`src/rtl/aclk_pkg.sv`:
```
// Shared constants, types and helpers for the aclk_* alarm clock blocks.
package aclk_pkg;

    localparam int unsigned BCD_W             = 4;
    localparam int unsigned MAX_HR_TENS       = 2;
    localparam int unsigned MAX_HR_UNITS_AT_2 = 3;
    localparam int unsigned MAX_MIN_TENS      = 5;
    localparam int unsigned MAX_UNITS         = 9;
    localparam int unsigned NOKEY             = 10;

    typedef logic [BCD_W-1:0] bcd_t;

    // Controller state encodings shared across the alarm clock blocks.
    typedef enum logic [2:0] {
        StShowTime,
        StKeyEntry,
        StKeyStored,
        StShowAlarm,
        StSetAlarmTime,
        StSetCurrentTime,
        StKeyWaited
    } aclk_ctrl_state_e;

    // True when the four keyed digits form a legal 24 h HH:MM value.
    function automatic logic bcd_time_valid(input bcd_t ms_hr, input bcd_t ls_hr,
                                            input bcd_t ms_min, input bcd_t ls_min);
        logic ok;
        ok = (ms_hr <= BCD_W'(MAX_HR_TENS)) && (ls_hr <= BCD_W'(MAX_UNITS)) &&
             (ms_min <= BCD_W'(MAX_MIN_TENS)) && (ls_min <= BCD_W'(MAX_UNITS));
        if (ms_hr == BCD_W'(MAX_HR_TENS) && ls_hr > BCD_W'(MAX_HR_UNITS_AT_2)) begin
            ok = 1'b0;
        end
        return ok;
    endfunction

endpackage

```
`src/rtl/aclk_time_counter_if.sv`:
```
// Signal bundle between the controller/keypad side and the current-time counter.
interface aclk_time_counter_if;
    import aclk_pkg::*;

    logic one_second;
    logic reset_count;
    logic load_new_c;
    bcd_t new_time_ms_hr;
    bcd_t new_time_ls_hr;
    bcd_t new_time_ms_min;
    bcd_t new_time_ls_min;
    bcd_t cur_time_ms_hr;
    bcd_t cur_time_ls_hr;
    bcd_t cur_time_ms_min;
    bcd_t cur_time_ls_min;
    logic [5:0] sec_count;
    logic one_minute;
    logic load_err;

    // Controller / time generator side.
    modport master (
        output one_second, reset_count, load_new_c,
        output new_time_ms_hr, new_time_ls_hr, new_time_ms_min, new_time_ls_min,
        input  cur_time_ms_hr, cur_time_ls_hr, cur_time_ms_min, cur_time_ls_min,
        input  sec_count, one_minute, load_err
    );

    // Time counter side.
    modport slave (
        input  one_second, reset_count, load_new_c,
        input  new_time_ms_hr, new_time_ls_hr, new_time_ms_min, new_time_ls_min,
        output cur_time_ms_hr, cur_time_ls_hr, cur_time_ms_min, cur_time_ls_min,
        output sec_count, one_minute, load_err
    );

endinterface

```
`src/rtl/aclk_bcd_digit.sv`:
```
// One BCD digit register with load, clear and increment-with-wrap; carry_o is
// high when an increment wraps this digit back to 0.
module aclk_bcd_digit
    import aclk_pkg::*;
(
    input  logic clk,
    input  logic reset,
    input  logic load_i,
    input  bcd_t load_val_i,
    input  logic clear_i,
    input  logic inc_i,
    input  bcd_t wrap_i,
    output bcd_t q_o,
    output logic carry_o
);

    bcd_t q_q;
    bcd_t q_d;

    // >= rather than == so an out-of-range value can never count further upward.
    assign carry_o = inc_i && (q_q >= wrap_i);
    assign q_o     = q_q;

    // Next-state: load beats clear beats increment.
    always_comb begin
        q_d = q_q;
        if (load_i) begin
            q_d = load_val_i;
        end else if (clear_i) begin
            q_d = '0;
        end else if (inc_i) begin
            q_d = (q_q >= wrap_i) ? '0 : q_q + 4'd1;
        end
    end

    // Digit register with synchronous active-low reset.
    always_ff @(posedge clk) begin
        if (!reset) begin
            q_q <= '0;
        end else begin
            q_q <= q_d;
        end
    end

endmodule

```
`src/rtl/aclk_time_counter.sv`:
```
// Current-time keeper: counts one_second ticks into seconds and BCD HH:MM (24 h),
// loads keyed digits from the controller and flags rejected loads.
// Optional feature macro: ACLK_FAST_WATCH_EN adds the fast_watch input, which makes
// each tick advance one minute directly.
module aclk_time_counter
    import aclk_pkg::*;
#(
    parameter int unsigned SEC_PER_MIN = 60
) (
    input  logic clk,
    input  logic reset,
`ifdef ACLK_FAST_WATCH_EN
    input  logic fast_watch,
`endif
    aclk_time_counter_if.slave tc
);

    localparam logic [5:0] SecLast = 6'(SEC_PER_MIN - 1);

    logic [5:0] sec_q, sec_d;
    logic       one_minute_q, one_minute_d;
    logic       load_err_q, load_err_d;
    logic       min_adv;
    logic       load_ok;
    logic       fast_mode;

    bcd_t ms_hr, ls_hr, ms_min, ls_min;
    bcd_t ls_hr_wrap;
    logic c_ls_min, c_ms_min, c_ls_hr, c_ms_hr;

`ifdef ACLK_FAST_WATCH_EN
    assign fast_mode = fast_watch;
`else
    assign fast_mode = 1'b0;
`endif

    assign load_ok    = bcd_time_valid(tc.new_time_ms_hr, tc.new_time_ls_hr,
                                       tc.new_time_ms_min, tc.new_time_ls_min);
    assign ls_hr_wrap = (ms_hr == BCD_W'(MAX_HR_TENS)) ? BCD_W'(MAX_HR_UNITS_AT_2)
                                                       : BCD_W'(MAX_UNITS);

    // Seconds counting and minute-advance decision; load/reset_count drop the tick.
    always_comb begin
        sec_d        = sec_q;
        min_adv      = 1'b0;
        one_minute_d = 1'b0;
        load_err_d   = tc.load_new_c && !load_ok;
        if (tc.load_new_c || tc.reset_count) begin
            sec_d = '0;
        end else if (fast_mode) begin
            sec_d   = '0;
            min_adv = tc.one_second;
        end else if (tc.one_second) begin
            if (sec_q >= SecLast) begin
                sec_d   = '0;
                min_adv = 1'b1;
            end else begin
                sec_d = sec_q + 6'd1;
            end
        end
        one_minute_d = min_adv;
    end

    // Seconds and pulse registers with synchronous active-low reset.
    always_ff @(posedge clk) begin
        if (!reset) begin
            sec_q        <= '0;
            one_minute_q <= 1'b0;
            load_err_q   <= 1'b0;
        end else begin
            sec_q        <= sec_d;
            one_minute_q <= one_minute_d;
            load_err_q   <= load_err_d;
        end
    end

    // Carry chain: minutes units -> minutes tens -> hours units -> hours tens.
    // The hours-tens carry is the day wrap; it clears every digit explicitly.
    aclk_bcd_digit u_ls_min (
        .clk        (clk),
        .reset      (reset),
        .load_i     (tc.load_new_c && load_ok),
        .load_val_i (tc.new_time_ls_min),
        .clear_i    (c_ms_hr),
        .inc_i      (min_adv),
        .wrap_i     (BCD_W'(MAX_UNITS)),
        .q_o        (ls_min),
        .carry_o    (c_ls_min)
    );

    aclk_bcd_digit u_ms_min (
        .clk        (clk),
        .reset      (reset),
        .load_i     (tc.load_new_c && load_ok),
        .load_val_i (tc.new_time_ms_min),
        .clear_i    (c_ms_hr),
        .inc_i      (c_ls_min),
        .wrap_i     (BCD_W'(MAX_MIN_TENS)),
        .q_o        (ms_min),
        .carry_o    (c_ms_min)
    );

    aclk_bcd_digit u_ls_hr (
        .clk        (clk),
        .reset      (reset),
        .load_i     (tc.load_new_c && load_ok),
        .load_val_i (tc.new_time_ls_hr),
        .clear_i    (c_ms_hr),
        .inc_i      (c_ms_min),
        .wrap_i     (ls_hr_wrap),
        .q_o        (ls_hr),
        .carry_o    (c_ls_hr)
    );

    aclk_bcd_digit u_ms_hr (
        .clk        (clk),
        .reset      (reset),
        .load_i     (tc.load_new_c && load_ok),
        .load_val_i (tc.new_time_ms_hr),
        .clear_i    (c_ms_hr),
        .inc_i      (c_ls_hr),
        .wrap_i     (BCD_W'(MAX_HR_TENS)),
        .q_o        (ms_hr),
        .carry_o    (c_ms_hr)
    );

    assign tc.cur_time_ms_hr  = ms_hr;
    assign tc.cur_time_ls_hr  = ls_hr;
    assign tc.cur_time_ms_min = ms_min;
    assign tc.cur_time_ls_min = ls_min;
    assign tc.sec_count       = sec_q;
    assign tc.one_minute      = one_minute_q;
    assign tc.load_err        = load_err_q;

endmodule

```
`src/flat_wrapper.sv`:
```
// flat-port wrapper written by rule: the top's interface ports become plain ports
module aclk_time_counter_flat import aclk_pkg::*;
#(
    parameter int unsigned SEC_PER_MIN = 60
)
  (clk, reset, tc_one_second, tc_reset_count, tc_load_new_c, tc_new_time_ms_hr, tc_new_time_ls_hr, tc_new_time_ms_min, tc_new_time_ls_min, tc_cur_time_ms_hr, tc_cur_time_ls_hr, tc_cur_time_ms_min, tc_cur_time_ls_min, tc_sec_count, tc_one_minute, tc_load_err);
  aclk_time_counter_if tc_i ();
  input  logic clk;
  input  logic reset;
  input wire logic [$bits(tc_i.one_second)-1:0] tc_one_second;
  input wire logic [$bits(tc_i.reset_count)-1:0] tc_reset_count;
  input wire logic [$bits(tc_i.load_new_c)-1:0] tc_load_new_c;
  input wire logic [$bits(tc_i.new_time_ms_hr)-1:0] tc_new_time_ms_hr;
  input wire logic [$bits(tc_i.new_time_ls_hr)-1:0] tc_new_time_ls_hr;
  input wire logic [$bits(tc_i.new_time_ms_min)-1:0] tc_new_time_ms_min;
  input wire logic [$bits(tc_i.new_time_ls_min)-1:0] tc_new_time_ls_min;
  output wire logic [$bits(tc_i.cur_time_ms_hr)-1:0] tc_cur_time_ms_hr;
  output wire logic [$bits(tc_i.cur_time_ls_hr)-1:0] tc_cur_time_ls_hr;
  output wire logic [$bits(tc_i.cur_time_ms_min)-1:0] tc_cur_time_ms_min;
  output wire logic [$bits(tc_i.cur_time_ls_min)-1:0] tc_cur_time_ls_min;
  output wire logic [$bits(tc_i.sec_count)-1:0] tc_sec_count;
  output wire logic [$bits(tc_i.one_minute)-1:0] tc_one_minute;
  output wire logic [$bits(tc_i.load_err)-1:0] tc_load_err;
  assign tc_i.one_second = tc_one_second;
  assign tc_i.reset_count = tc_reset_count;
  assign tc_i.load_new_c = tc_load_new_c;
  assign tc_i.new_time_ms_hr = tc_new_time_ms_hr;
  assign tc_i.new_time_ls_hr = tc_new_time_ls_hr;
  assign tc_i.new_time_ms_min = tc_new_time_ms_min;
  assign tc_i.new_time_ls_min = tc_new_time_ls_min;
  assign tc_cur_time_ms_hr = tc_i.cur_time_ms_hr;
  assign tc_cur_time_ls_hr = tc_i.cur_time_ls_hr;
  assign tc_cur_time_ms_min = tc_i.cur_time_ms_min;
  assign tc_cur_time_ls_min = tc_i.cur_time_ls_min;
  assign tc_sec_count = tc_i.sec_count;
  assign tc_one_minute = tc_i.one_minute;
  assign tc_load_err = tc_i.load_err;
  aclk_time_counter #(.SEC_PER_MIN(SEC_PER_MIN)) u_core (.clk(clk), .reset(reset), .tc(tc_i));
endmodule
```
`config.mk`:
```
export PLATFORM = sky130hd
export DESIGN_NAME = aclk_time_counter_flat
export DESIGN_NICKNAME = d
export VERILOG_FILES = /design/src/rtl/aclk_pkg.sv /design/src/rtl/aclk_time_counter_if.sv /design/src/rtl/aclk_bcd_digit.sv /design/src/rtl/aclk_time_counter.sv /design/src/flat_wrapper.sv
export SDC_FILE = /design/constraint.sdc
export NUM_CORES = 1
export LEC_CHECK = 0
export CAP_MARGIN = 20
export CELL_PAD_IN_SITES_DETAIL_PLACEMENT = 1
export CELL_PAD_IN_SITES_GLOBAL_PLACEMENT = 2
export CORE_ASPECT_RATIO = 2
export CORE_MARGIN = 8
export CORE_UTILIZATION = 26
export CTS_BUF_LIST = sky130_fd_sc_hd__clkbuf_16
export CTS_CLUSTER_SIZE = 25
export DETAILED_ROUTE_END_ITERATION = 6
export GPL_TIMING_DRIVEN = 0
export PLACE_DENSITY_LB_ADDON = 0.1
export SETUP_SLACK_MARGIN = 0.4
export SLEW_MARGIN = 20
export SYNTH_ARGS = -nofsm -noshare
export SYNTH_HDL_FRONTEND = slang
export SYNTH_SLANG_ARGS = --single-unit
```
`constraint.sdc`:
```
create_clock -name clk -period 2.4 [get_ports clk]
set_input_delay 0.48 -clock clk [delete_from_list [all_inputs] [get_ports clk]]
set_output_delay 0.48 -clock clk [all_outputs]
set_load 0.05 [all_outputs]
```
# Word level (Yosys, flattened, before mapping)
# Index checks and enable logic that the tools add are counted.
[word_totals]
regBits = 24
input_bits = 21
elab_cells = 64
[op_classes]
n_addsub = 5
order_cmp = 10
eq_ne = 2
mux = 22
n_bitwise = 1
reduce_logical = 17
[ops]
columns = ["cell", "n"]
rows = [
  ["two-way mux 4 bit", 17],
  ["adder 4 x 1 -> 4 bit (second input constant)", 4],
  ["nonzero test 3 bit", 4],
  ["logical AND 1 bit", 10],
  ["equality test 4 x 2 -> 1 bit (second input constant)", 2],
  ["<= comparator 4 bit (second input constant)", 2],
  ["adder 6 x 1 -> 6 bit (second input constant)", 1],
  ["greater-or-equal comparator 6 bit (second input constant)", 1],
  ["two-way mux 6 bit", 1],
  ["greater-or-equal comparator 4 x 2 -> 1 bit (second input constant)", 1],
  ["greater-or-equal comparator 4 x 3 -> 1 bit (second input constant)", 1],
  ["greater-or-equal comparator 4 bit", 1],
  ["greater-or-equal comparator 4 bit (second input constant)", 1],
  ["greater-than comparator 4 x 2 -> 1 bit (second input constant)", 1],
  ["<= comparator 4 x 2 -> 1 bit (second input constant)", 1],
  ["<= comparator 4 x 3 -> 1 bit (second input constant)", 1],
  ["two-way mux 1 bit", 4],
  ["OR reduction 2 bit", 1],
  ["zero test 1 bit", 1],
  ["logical OR 1 bit", 1],
  ["NOT 1 bit", 1],
]

# Depth between registers and ports, before layout
# Gate-level depths: netlist (run 1).
[depth]
word_depth = 10
ltp_mapped = 10
ltp_nobuf = 10

# Cells and area by module
# Synthesis (run 1) repeated with hierarchy kept, for this count alone.
[unflattened]
hier_cells = 199
hier_area_um2 = 1744.2
[by_module_without_submodules]
columns = ["module", "instances", "cells_each", "area_each_um2", "seq_area_each_um2"]
rows = [
  ["aclk_bcd_digit", 4, 38, 332.8, 80.1],
  ["aclk_time_counter", 1, 47, 412.9, 160.2],
]

# Worst setup path before layout (run 1)
# OpenSTA, ideal clock, no wires.
[synth_path]
path_kind = "reg-to-reg"
startpoint = "reg u_core.u_ms_hr.q_q[0] (netlist: u_core.u_ms_hr.q_o[0])"
endpoint = "reg u_core.u_ls_hr.q_q[0] (netlist: u_core.u_ls_hr.q_o[0])"
arrival_ns = 2.319
setup_slack_ns = 0.006
stages_incl_launch_ff = 10
n_path_buf = 0
period_less_slack_ns = 2.394
cell_sequence = "dfxtp_1 inv_1 ha_1 and2_1 inv_1 ha_1 a211o_1 a21o_1 or3_1 a31oi_1"
[synth_between]
elab_chain_cells = 7
elab_cells_between_ends = 11
[synth_rtl]
columns = ["item", "line", "source"]
rows = [
  ["start, declared", "aclk_bcd_digit.sv:17", "bcd_t q_q;"],
  ["start signal, assigned", "aclk_bcd_digit.sv:41", "q_q <= q_d;"],
  ["equality test 4 x 2 -> 1 bit", "aclk_time_counter.sv:39", "assign ls_hr_wrap = (ms_hr == BCD_W'(MAX_HR_TENS)) ? BCD_W'(MAX_HR_UNITS_AT_2)"],
  ["two-way mux 4 bit", "aclk_time_counter.sv:39", ""],
  ["greater-or-equal comparator 4 bit", "aclk_bcd_digit.sv:21, aclk_bcd_digit.sv:32", ""],
  ["two-way mux 4 bit or logical AND 1 bit (tied branches)", "aclk_bcd_digit.sv:32, aclk_bcd_digit.sv:21", ""],
  ["two-way mux 4 bit or logical AND 1 bit (tied branches)", "aclk_bcd_digit.sv:31, aclk_bcd_digit.sv:21", ""],
  ["two-way mux 4 bit", "aclk_bcd_digit.sv:29", "end else if (clear_i) begin"],
  ["two-way mux 4 bit", "aclk_bcd_digit.sv:27", "if (load_i) begin"],
  ["end signal, assigned", "aclk_bcd_digit.sv:41", ""],
  ["end, declared", "aclk_bcd_digit.sv:17", ""],
]
# Parallel ways exist; a longest one is shown, timed or not. The select of a mux whose other input is x is not followed.
# A chain may end at the register's enable or synchronous reset.

# Final worst setup path (run 1)
[layout_path]
startpoint = "reg u_core.u_ms_hr.q_q[0] (netlist: u_core.u_ms_hr.q_o[0])"
endpoint = "reg u_core.u_ms_hr.q_q[0] (netlist: u_core.u_ms_hr.q_o[0])"
[layout_between]
elab_chain_cells = 7
elab_cells_between_ends = 12
[layout_rtl]
columns = ["item", "line", "source"]
rows = [
  ["equality test 4 x 2 -> 1 bit", "aclk_time_counter.sv:39", ""],
  ["two-way mux 4 bit", "aclk_time_counter.sv:39", ""],
  ["greater-or-equal comparator 4 bit", "aclk_bcd_digit.sv:21", "assign carry_o = inc_i && (q_q >= wrap_i);"],
  ["logical AND 1 bit (2 in series)", "aclk_bcd_digit.sv:21", ""],
  ["two-way mux 4 bit", "aclk_bcd_digit.sv:29", ""],
  ["two-way mux 4 bit", "aclk_bcd_digit.sv:27", ""],
]
# Parallel ways exist; a longest one is shown, timed or not. The select of a mux whose other input is x is not followed.

==> results of run 1 <==
==> per-layer routing <==
layer,GRT usage,share of wire
met1,0.129,0.34
met3,0.0426,0.068
met5,0,0
met2,0.252,0.58
met4,0.0369,0.010
==> logic make-up (layout without fill, tap and decap cells) <==
| logic type | Yosys count | after routing | share of synthesized area |
|---|---|---|---|
| AND/OR/NAND/NOR | 61 | 61 | 0.236 |
| AO/OA/AOI/OAI | 43 | 43 | 0.213 |
| flip-flops | 24 | 24 | 0.352 |
| buffers and inverters | 14 | 74 | 0.0440 |
| adder cells (fa/ha/maj) | 12 | 12 | 0.110 |
| XOR/XNOR | 6 | 6 | 0.0385 |
| multiplexers | 1 | 1 | 0.00733 |
==> final cells by class <==
class / count / area [um^2] / share of cell area
Tap cell: 58 / 72.6 / 0.0332
Clock inverter: 1 / 3.75 / 0.00172
Sequential cell: 24 / 499 / 0.229
Timing Repair Buffer: 56 / 531 / 0.243
Buffer: 5 / 43.8 / 0.0200
Multi-Input combinational cell: 123 / 921 / 0.422
Clock buffer: 3 / 75.1 / 0.0344
Inverter: 9 / 38.8 / 0.0178
==> power breakdown <==
part | internal (mW) | switching (mW) | leakage, nW
Combinational | 0.0485 | 0.0496 | 0.765
Sequential | 0.399 | 0.00514 | 0.199
Clock | 0.223 | 0.144 | 0.0385
Total | 0.671 | 0.199 | 1.00
==> worst max-delay path: cells and delay by family (launching register included) <==
kind                       cells  cell delay [ns]
AOI/OAI and AO/OA              3             0.48
adders and majority gates      2             0.36
buffers and inverters          2             0.09
DFF                            1             0.35
and+or+nand+nor                3             0.66
==> state kept, by name, summed over array words and instances (netlist names) <==
| name | flops |
|---|---|
| u_core.tc.load_err | 1 |
| u_core.u_ms_min.q_o | 4 |
| u_core.u_ls_hr.q_o | 4 |
| u_core.tc.sec_count | 6 |
| u_core.tc.one_minute | 1 |
| u_core.u_ms_hr.q_o | 4 |
| u_core.u_ls_min.q_o | 4 |
==> through the flow <==
step | total power, mW | cell area [um^2] | hold WS, ns | TNS (ns)
detailed placement | 0.506 | 1900 | 0.455 | -4.11
global route | 0.914 | 2180 | 0.523 | 0
global placement | 0.505 | 1900 | 0.445 | -3.93
finish | 0.870 | 2180 | 0.483 | 0
CTS | 0.878 | 2100 | 0.485 | 0
floorplan | 0.452 | 1390 | 0.570 | 0
==> path summary, 6_finish.rpt <==
| check | start | to | slack, ns | cells past startpoint |
|---|---|---|---|---|
| max | u_core.u_ms_hr.q_o[0] | u_core.u_ms_hr.q_o[0] | 0.38 | 10 |
| max reg2reg | u_core.u_ms_hr.q_o[0] | u_core.u_ms_hr.q_o[0] | 0.38 | 10 |
| min reg2reg | u_core.u_ms_hr.q_o[2] | u_core.u_ms_hr.q_o[2] | 0.48 | 2 |
| min | u_core.u_ms_hr.q_o[2] | u_core.u_ms_hr.q_o[2] | 0.48 | 2 |
==> cells in the mapped netlist, drive strengths merged, types with 4 or more instances <==
cell type,number
a21oi,10
a31oi,8
and4,4
dfxtp,24
ha,12
inv,9
nand2,15
nand3,10
nand4,5
nor2,15
o21ai,10
or3,5
==> timing repair <==
| action | CTS | global route |
|---|---|---|
| setup buffers | 8 | 4 |
| gates resized for setup | 27 | 13 |
| pin swaps | 14 | 13 |
| cloned | 1 | 0 |
| endpoints found under the setup margin | 24 | 22 |
==> results.cfg, run 1 <==
[drt]
antenna_left = 0
drt-total-wl_mm = 5.01
drt_pre_antenna_iters = 4
wl_per_cell_um = 18.0
num_vias = 1438
drtIter0Drc = 40
vias_per_cell = 5.15
drc = 0

[worst_setup_path]
worstPathMaxFanout = 5
cp.arrival_ns = 2.20
cp_slowest_stage_delay_ns = 0.39
crit_chain = inv_4 -> ha_4 -> and2_4 -> inv_4 -> ha_4 -> a211o_1 -> a21o_1 -> nand4_4 -> or3_1 -> a31oi_1
cpMaxStageDelayCell = or3_1
start_kind = flip-flop
crit_type = reg2reg
end_kind = flip-flop
cp_data_required_time_ns = 2.58

[cts]
cts-root-buf = clkbuf_16
insertion_delay_ns = 0.26
clk_pin_slew_worst_paths_ns = 0.06
cts_tree = done
cts_buffer_depth = 2
cts_made_buffers = 3
h-tree-depth = 1
numClockSinks = 24
hold_buffers = 0

[sta]
finalHoldViolations = 0
period_needed_ns = 2.02
post-route-period-util = 0.841
skew_ns = 0.00295
setup_viol = 0
fmax_mhz = 495
drv_slew = 0
rsz0062_at_grt = true
tightestPinTransition_ns = 0.511
final.setup.worst_slack_ns = 0.382
relSlewSlack = 0.658

[finish]
fin_cells = 279
area_growth_pct = 60.0
fin_nets = 255
final_common_cell = clkdlybuf4s50_1
post-route-util = 0.429
layout_common_cells = 27 x clkdlybuf4s50_1, 15 x dfxtp_1, 14 x nand2_1
drive_above_1_share = 0.213
num-fill-cells = 628
diodes = 0

[floorplanning]
start_util = 0.268
core_mm2 = 0.00509
die_w_um = 67.2
fp.dieArea_mm2 = 0.00797
die_h_um = 118
io_pins = 45
rows = 37

[run]
cap_violations = 0

[synth]
synthArstFlopShare = 0
synth_top_area_frac = 0.352
synth_area_mm2 = 0.00137
ys_seq_elements = 24
syn-instance-count = 161
synth-edff-count = 0
yosysWarnings = 0
synthTopCellsByArea = dfxtp_1 35%, ha_1 11%, nor2_1 4.1%
synthDistinctLibCells = 37
yosysTopAreaCell = dfxtp_1
synth_nets = 194
synth_flop_cell = dfxtp_1
avgSynthCellArea_um2 = 8.48
yosysSeqAreaShare = 0.352

[global_routing]
grt_pass1_wl_mm = 8.29
grt_pass1_vias = 1620
grt_max_degree = 14
track_usage = 0.134
antenna_found_initial = 0
overflow = 0

[hold_path]
hold_class = reg2reg

[outcome]
outcome = finished, final reports clean

[placement]
place_congestion = 0.814
hpwl_mm = 3.91
io_buffers = 43
pre_cts_ws_ns = -0.331
dp_cells = 262

[power]
power_leakage_nw = 1.00
powerDensity_mw_per_mm2 = 398
ir_drop_v = 0.000309
No activity file was read; power rests on OpenSTA's default activity.
==> run 2, diff against run 1 <==
Settings changed: CORE_UTILIZATION 26 to 23.
Clock period 2.4 ns to 1.65 ns, I/O delays scaled along.
==> results.cfg, run 2 (same netlist as run 1, synthesis figures left out) <==
[outcome]
outcome = finished, violations left
violations = negative setup slack

[drt]
num_vias = 1520
drtIter0Drc = 43
drt-total-wl_mm = 5.34
antenna_left = 0
wl_per_cell_um = 18.0
drc = 0
vias_per_cell = 5.14
drt_pre_antenna_iters = 4

[worst_setup_path]
cp.arrival_ns = 2.25
end_kind = flip-flop
start_kind = flip-flop
crit_type = reg2reg
cp_data_required_time_ns = 1.83
worstPathMaxFanout = 3

[power]
ir_drop_v = 0.000467
powerDensity_mw_per_mm2 = 519
power_leakage_nw = 1.03
power_mw = 1.29
combPwrFrac = 0.126
seqPwrFrac = 0.451
intPower_uw = 977
p_sw_frac = 0.242
p_switching_uw = 313
clockPowerShare = 0.423

[placement]
hpwl_mm = 3.87
place_congestion = 0.807
pre_cts_ws_ns = -0.819
io_buffers = 43
dp_cells = 265
placed_cell_area_mm2 = 0.00199

[floorplanning]
die_w_um = 70.5
die_h_um = 125
rows = 39
io_pins = 45
fp.dieArea_mm2 = 0.00881
start_util = 0.239
core_mm2 = 0.00571

[sta]
tightestPinTransition_ns = 0.392
rsz0062_at_grt = true
finalHoldViolations = 0
drv_slew = 0
period_needed_ns = 2.08
post-route-period-util = 1.26
final.setup.worst_slack_ns = -0.425
skew_ns = 0.00470
setup_viol = 12
relSlewSlack = 0.737
fmax_mhz = 482

[global_routing]
grt_max_degree = 14
antenna_found_initial = 0
track_usage = 0.116
grt_pass1_wl_mm = 8.40
overflow = 0
grt_pass1_vias = 1692

[hold_path]
hold_class = in2reg

[finish]
area_growth_pct = 81.9
largest_register_ffs = 6
fin_cells = 296
diodes = 0
fin_nets = 269
final_common_cell = buf_4
drive_above_1_share = 0.545
stdcell_area_mm2 = 0.00248
layout_common_cells = 26 x buf_4, 18 x buf_6, 13 x nand2_1

[cts]
clk_pin_slew_worst_paths_ns = 0.07
cts_buffer_depth = 2
h-tree-depth = 1
numClockSinks = 24
cts_tree = done
insertion_delay_ns = 0.26
cts-root-buf = clkbuf_16
cts_made_buffers = 3

[run]
cap_violations = 0
-- run 2: per-layer routing --
metal,vias to the layer above,track usage,share of wire
met4,0,0.0464,0.018
met3,7,0.0174,0.034
met1,737,0.117,0.39
met2,35,0.225,0.56
met5,-,0,0
li1,741,-,-
-- run 2: final cells by class --
type                    instances  area (um^2)
well taps                      61         76.3
flip-flops and latches         24          526
plain buffers                   5         45.0
fillers                       672         3230
inverters                       9         38.8
clock buffers                   3         75.1
repair buffers                 70          621
multi-input cells             123         1100
clock inverters                 1         3.75
-- run 2: timing repair --
| item | CTS | global route |
|---|---|---|
| pin swaps | 31 | 20 |
| hold buffers | 0 | 0 |
| endpoints found under the setup margin | 48 | 34 |
| resized for setup | 184 | 42 |
| buffers inserted | 23 | 4 |
-- run 2: stage by stage --
step           TNS [ns]   util  hold WS [ns]
2_1_floorplan     -1.86      -         0.446
3_3_place_gp     -11.44  0.348         0.445
3_5_place_dp     -11.68  0.348         0.458
4_1_cts           -3.21  0.407         0.372
5_1_grt           -4.30  0.435         0.434
6_report          -3.12  0.435         0.405
-- run 2: path summary, 6_finish.rpt --
check | from | to | slack [ns] | depth (start not counted)
worst max-delay path | u_core.u_ms_hr.q_o[0] | u_core.u_ls_hr.q_o[2] | -0.43 | 12
worst min-delay path | tc_one_second | u_core.tc.sec_count[0] | 0.40 | 3
worst max register to register | u_core.u_ms_hr.q_o[0] | u_core.u_ls_hr.q_o[2] | -0.43 | 12
worst min register to register | u_core.u_ms_hr.q_o[2] | u_core.u_ms_hr.q_o[2] | 0.51 | 2
-- run 2: critical path, stage by stage (launching register included) --
cell and delay [ns]:
dfxtp_4 0.37, inv_4 0.03, ha_4 0.14, and2_4 0.14, inv_4 0.05, ha_4 0.19, a211o_1 0.27, buf_4 0.14
buf_6 0.10, buf_6 0.10, a21oi_4 0.18, nand3_2 0.08, a31oi_1 0.19
-- run 2: power groups by stage --
stage | logic [mW] | clock network, mW | registers, mW
2_1_floorplan | 0.0389 | 0 | 0.614
3_3_place_gp | 0.137 | 0 | 0.596
3_5_place_dp | 0.138 | 0 | 0.596
4_1_cts | 0.158 | 0.567 | 0.582
5_1_grt | 0.176 | 0.584 | 0.582
6_report | 0.163 | 0.545 | 0.581
